[config.mk]
export PLATFORM = sky130hd
export DESIGN_NAME = fifo_stream_reader
export DESIGN_NICKNAME = d
export VERILOG_FILES = /design/src/rtl/fifo_stream_reader.sv
export SDC_FILE = /design/constraint.sdc
export NUM_CORES = 1
export LEC_CHECK = 0
export BUFFER_PORTS_ARGS = -buffer_cell sky130_fd_sc_hd__buf_2
export CAP_MARGIN = 20
export CORE_MARGIN = 1.5
export CORE_UTILIZATION = 40
export DETAILED_ROUTE_END_ITERATION = 7
export GPL_ROUTABILITY_DRIVEN = 1
export GPL_TIMING_DRIVEN = 1
export PLACE_DENSITY = 0.65
export SETUP_SLACK_MARGIN = 0.2
export SLEW_MARGIN = 20
export SYNTH_ARGS = -nofsm -noshare
export SYNTH_HDL_FRONTEND = slang
export SYNTH_SLANG_ARGS = --single-unit
[constraint.sdc]
create_clock -name clk -period 4.68 [get_ports clk]
set_clock_uncertainty 0.05 [all_clocks]
set_input_delay 1.17 -clock clk [delete_from_list [all_inputs] [get_ports clk]]
set_output_delay 1.17 -clock clk [all_outputs]
set_load 0.03 [all_outputs]
[src/rtl/fifo_stream_reader.sv]
// Read-side controller for the synchronous 8-bit fifo: pops words, hides the
// one-cycle read latency in a 3-entry buffer and re-presents them as a stream.
module fifo_stream_reader #(
    parameter int unsigned WIDTH = 8,
    parameter int unsigned CNT_W = 16
) (
    input  logic             clk,
    input  logic             reset,
    input  logic             en,
    input  logic             empty,
    input  logic [WIDTH-1:0] data_out,
    output logic             read,
    output logic             m_valid,
    output logic [WIDTH-1:0] m_data,
    input  logic             m_ready,
    output logic             busy,
    output logic [CNT_W-1:0] words_sent
);

    typedef enum logic [1:0] {
        IDLE   = 2'd0,
        ACTIVE = 2'd1,
        DRAIN  = 2'd2
    } state_t;

    state_t           state;
    state_t           state_nxt;

    logic [WIDTH-1:0] buf_mem [3];
    logic [1:0]       wr_ptr;
    logic [1:0]       rd_ptr;
    logic [1:0]       count;
    logic             inflight;
    logic [2:0]       occupancy;
    logic             capture;
    logic             xfer;

    function automatic logic [1:0] ptr_inc(input logic [1:0] p);
        return (p == 2'd2) ? 2'd0 : p + 2'd1;
    endfunction

    // Words held locally plus the one still coming back from the FIFO.
    assign occupancy = {1'b0, count} + {2'b00, inflight};
    assign capture   = inflight;
    assign m_valid   = (count != 2'd0);
    assign m_data    = buf_mem[rd_ptr];
    assign xfer      = m_valid && m_ready;

    // State register
    always_ff @(posedge clk or posedge reset) begin
        if (reset) begin
            state <= IDLE;
        end else begin
            state <= state_nxt;
        end
    end

    // Next-state logic
    always_comb begin
        state_nxt = state;
        unique case (state)
            IDLE: begin
                if (en) state_nxt = ACTIVE;
            end
            ACTIVE: begin
                if (!en) begin
                    if ((count != 2'd0) || inflight || xfer) state_nxt = DRAIN;
                    else                                     state_nxt = IDLE;
                end
            end
            DRAIN: begin
                if (en)                                   state_nxt = ACTIVE;
                else if ((count == 2'd0) && !inflight)    state_nxt = IDLE;
            end
            default: state_nxt = IDLE;
        endcase
    end

    // Output logic; read never looks at m_ready, only at registered occupancy.
    always_comb begin
        read = 1'b0;
        busy = 1'b0;
        unique case (state)
            ACTIVE: begin
                busy = 1'b1;
                read = en && !empty && (occupancy < 3'd3);
            end
            DRAIN: begin
                busy = 1'b1;
            end
            default: begin
                read = 1'b0;
                busy = 1'b0;
            end
        endcase
    end

    always_ff @(posedge clk or posedge reset) begin
        if (reset) begin
            inflight <= 1'b0;
        end else begin
            inflight <= read;
        end
    end

    always_ff @(posedge clk or posedge reset) begin
        if (reset) begin
            for (int unsigned i = 0; i < 3; i++) begin
                buf_mem[i] <= '0;
            end
            wr_ptr <= '0;
        end else if (capture) begin
            buf_mem[wr_ptr] <= data_out;
            wr_ptr          <= ptr_inc(wr_ptr);
        end
    end

    always_ff @(posedge clk or posedge reset) begin
        if (reset) begin
            rd_ptr <= '0;
        end else if (xfer) begin
            rd_ptr <= ptr_inc(rd_ptr);
        end
    end

    always_ff @(posedge clk or posedge reset) begin
        if (reset) begin
            count <= '0;
        end else begin
            unique case ({capture, xfer})
                2'b10:   count <= count + 2'd1;
                2'b01:   count <= count - 2'd1;
                default: count <= count;
            endcase
        end
    end

    always_ff @(posedge clk or posedge reset) begin
        if (reset) begin
            words_sent <= '0;
        end else if (xfer) begin
            words_sent <= words_sent + CNT_W'(1);
        end
    end

endmodule

# After elaboration in Yosys (flattened, before gate mapping)
# Cells that the tools add are included.
[totals] register_bits=49 out_inout_bits=27 word_cells=62
[classes] n_addsub=6 magnitude_cmp=4 eq_ne=9 n_mux=17 bitwise=2 reduce_logical=15
[ops] cell="24-bit bitwise mux" count=1
[ops] cell="8-bit two-way mux" count=3
[ops] cell="16-bit by 1-bit adder with 16-bit output (second input constant)" count=1
[ops] cell="8-bit binary-select mux with 2-bit select" count=1
[ops] cell="8-bit demux with 2-bit select" count=1
[ops] cell="2-bit two-way mux" count=7
[ops] cell="2-bit == test (second input constant)" count=4
[ops] cell="2-bit by 1-bit adder with 2-bit output (second input constant)" count=3
[ops] cell="3-bit >= comparator (second input constant)" count=2
[ops] cell="2-bit inverter with 3-bit output" count=2
[ops] cell="2-bit one-hot mux with 3 select lines" count=1
[ops] cell="1-bit logical AND" count=5
[ops] cell="2-bit by 1-bit == test with 1-bit output (second input constant)" count=2
[ops] cell="2-bit zero test" count=2
[ops] cell="2-bit inequality test (second input constant)" count=2
[ops] cell="2-bit one-hot mux with 2 select lines" count=1
[ops] cell="2-bit nonzero test" count=2
[ops] cell="2-bit by 1-bit adder with 3-bit output" count=1
[ops] cell="3-bit by 1-bit < comparator with 1-bit output (second input constant)" count=1
[ops] cell="3-bit by 2-bit < comparator with 1-bit output (second input constant)" count=1
[ops] cell="3-bit inequality test (second input constant)" count=1
[ops] cell="3-bit AND reduction" count=1
[ops] cell="1-bit zero test" count=2
[ops] cell="1-bit logical OR" count=2
[ops] cell="3 further kinds" count=4

# Longest topological paths before layout
[logic_depth] word_depth=6 ltp_mapped=6 mapped_depth_nobuf=6

# Least setup slack after synthesis
# No wires, ideal clock.
[synth_path] path_type="input-to-output" startpoint="input port en" endpoint="output port read" arrival_time_ns=2.838 required_time_ns=3.460 slack_ns=0.622 stages=2 path_buffers=0 cell_sequence="nand2_1 a2111oi_0"
[synth_via] elab_chain_len=3
[synth_rtl] item="start, declared" line="9" text="input logic en,"
[synth_rtl] item="1-bit logical AND (2 in series)" line="86" text="read = en && !empty && (occupancy < 3'd3);"
[synth_rtl] item="1-bit two-way mux" line="83" text="unique case (state)"
[synth_rtl] item="end, declared" line="12" text="output logic read,"
# Every way passes these cells.

# Worst setup path in the final report
# Same ends and word-level chain as after synthesis.

==> reports/results.ini <==
[run_status]
outcome = finished clean

[detailed_routing]
first_pass_iters = 4
wirelength_mm = 4.00
vias = 1466
drt_drc_violations_left = 0
viasPerCell = 4.90
wl_per_cell_um = 13.4
ant_nets = 0
initialDrtViolationCount = 40

[synth]
synth-seq-area-share_pct = 53.9
synth_edf_count = 0
syn_inst = 184
ys_seq_elements = 49
synth_area_mm2 = 0.00227
ys_async_sr_fraction_pct = 100
syn-num-nets = 205
syn_avg_cell_area_um2 = 12.4
synthFlopType = dfrtp_1
synth_warnings = 0
yosysUniqueCellTypes = 32

[power]
powerDensity_mw_per_mm2 = 640
seq_power_share_pct = 44.1
ir_worst_vdd_uv = 286
clock_power_share_pct = 14.1
leakage_nw = 1.27
netSwitchingPower_w = 0.000685
intPower_w = 0.000990
p_comb_share_pct = 41.8
p_sw_share_pct = 40.9

[setup_path]
crit_family = compound AO/OA/AOI/OAI gates
cp-endpoint = read
cp.required_ns = 3.46
cp_common_cell = buf_2
r2r_start = count[0]
reg2reg_slack_ns = 2.84
r2r-end = count[1]
cp_data_arrival_time_ns = 2.06
endpoint_kind = primary output
crit_cells = 4
path_buf_inv = 2
rr_worst_depth = 6
setup.worst_path.start_class = input pin
worstSetupPathType = in2out
max_stage_delay_ns = 0.45
crit_slowest_cell = a2111oi_0
crit_chain = buf_2 -> nand2_1 -> a2111oi_0 -> buf_2
crit_fanout = 3
cp-startpoint = en

[grt]
globalRouteTotalUtil_pct = 14.9
busiest_layer = met2
overflow = 0
grt_pass1_vias = 1483
grt_max_degree = 50
use_met1_pct = 18.7
gr-usage-met3_pct = 2.33
grt_pass1_wl_mm = 7.06
antenna_found_initial = 0
grt_util_met2_pct = 24.3

[run]
maxCapViolations = 0

[cts]
worstSkewPairLatency_ns = 0.30
clock_sink_count = 49
cts_buffers = 5
holdBufCountCts = 0
post_cts_resized = 0
postCtsSetupRepairBufs = 0
path_clk_slew_ns = 0.08
clockBufferDepth = 2
clockRootBuffer = clkbuf_8
cts_tree = yes
h-tree-depth = 2

[floorplan]
core_mm2 = 0.00551
die_area_mm2 = 0.00614
ios = 40
core.rowCount = 27
die_height_um = 78.4
initial_core_util_pct = 41.3
die_w_um = 78.4

[sta]
fin_setup_tns_ns = 0
worstMarginPinSlew_ns = 0.827
hold_viol = 0
rsz0062_at_grt = no
fin_crit_sh_pct = 70.0
finalCriticalPeriod_ns = 3.28
fmax_ghz = 0.305
maxSlewHeadroom_pct = 44.8
maxSlewViolCount = 0
worst_slack_ns = 1.40
setup_violations = 0

[final_layout]
fillerInstances = 530
nNetsFinal = 247
final_common_cell = dfrtp_1
mostFrequentLayoutCells = dfrtp_1, buf_2, nand2_1, mux2_2, xnor2_1
area_growth_pct = 15.2
drive_gt1_share_pct = 34.8
num_antenna_cells = 0

[worst_hold_path]
hold_path.startpoint = words_sent[15]
min_path_type = reg2reg

[placed_design]
dp_slack_ns = 1.38
portBuffers = 39
gp_congestion = 0.737
dp_hpwl_mm = 2.75

==> cell usage after synthesis (2+ instances only) <==
cell	instances	share of area [%]
nand2_1	21	3.5
nor2_1	4	0.66
or3_1	2	0.55
mux2_2	16	7.9
dfrtp_1	49	54
nor2_2	2	0.55
mux2i_1	8	3.5
a21o_1	2	0.66
clkbuf_1	2	0.33
xor2_1	4	1.5
nor3_1	2	0.44
nand4_1	5	1.4
xnor2_1	14	5.4
inv_2	2	0.33
o21ai_0	10	2.2
and3_1	2	0.55
inv_1	5	0.83
mux2_4	8	5.3
ha_1	8	4.4
nand3_1	6	1.3
==> state kept, by name, indices dropped and copies added, names as in the netlist <==
| name | count |
|---|---|
| buf_mem | 24 |
| capture | 1 |
| count | 2 |
| rd_ptr | 2 |
| state | 2 |
| words_sent | 16 |
| wr_ptr | 2 |
==> through the flow <==
step,util [%],power [W],hold WS (ns),cell area [um2],cells
floorplan,-,0.00127,0.429,2270,184
CTS,47.5,0.00170,0.425,2620,299
finish,47.6,0.00167,0.418,2620,299
global route,47.6,0.00181,0.439,2620,299
global placement,46.0,0.00144,0.406,2530,291
detailed placement,46.0,0.00146,0.413,2530,291
==> cell families after synthesis <==
kind of cell | Yosys count | synth area share (%)
simple gates | 50 | 11.2
flops | 49 | 53.9
fa+ha+maj | 8 | 4.40
mux | 32 | 16.7
compound gates | 16 | 4.57
xor+xnor | 18 | 6.93
buf+inv | 11 | 2.20
==> area by class of cell <==
type                    instances  area [um2]  share of cell area, %
flip-flops and latches         49        1230                   46.8
inverters                       7        27.5                   1.05
clock inverters                 2        10.0                  0.382
clock buffers                   6        72.6                   2.77
multi-input cells             124         997                   38.1
repair buffers                 39         195                   7.45
well taps                      72        90.1                   3.44
==> how the worst min path moves through the flow <==
stage | endpoint | slack (ns) | depth (start not counted)
floorplan | buf_mem[10] | 0.43 | 1
global placement | words_sent[15] | 0.41 | 1
detailed placement | words_sent[15] | 0.41 | 1
CTS | words_sent[15] | 0.42 | 1
global route | words_sent[15] | 0.44 | 1
finish | words_sent[15] | 0.42 | 1
==> routing by layer <==
metal	vias up	part of all wire [%]
met5	-	0
met4	0	2.3
met3	8	2.9
met2	22	48
met1	716	47
li1	720	-
==> power groups by stage <==
stage	combinational, W	clock, W	sequential, W
final	0.000700	0.000236	0.000739
after global routing	0.000775	0.000265	0.000770
after CTS	0.000710	0.000248	0.000741
after detailed placement	0.000710	0	0.000747
after global placement	0.000697	0	0.000740
after floorplan	0.000532	0	0.000742
(Power assumes the default switching activity.)
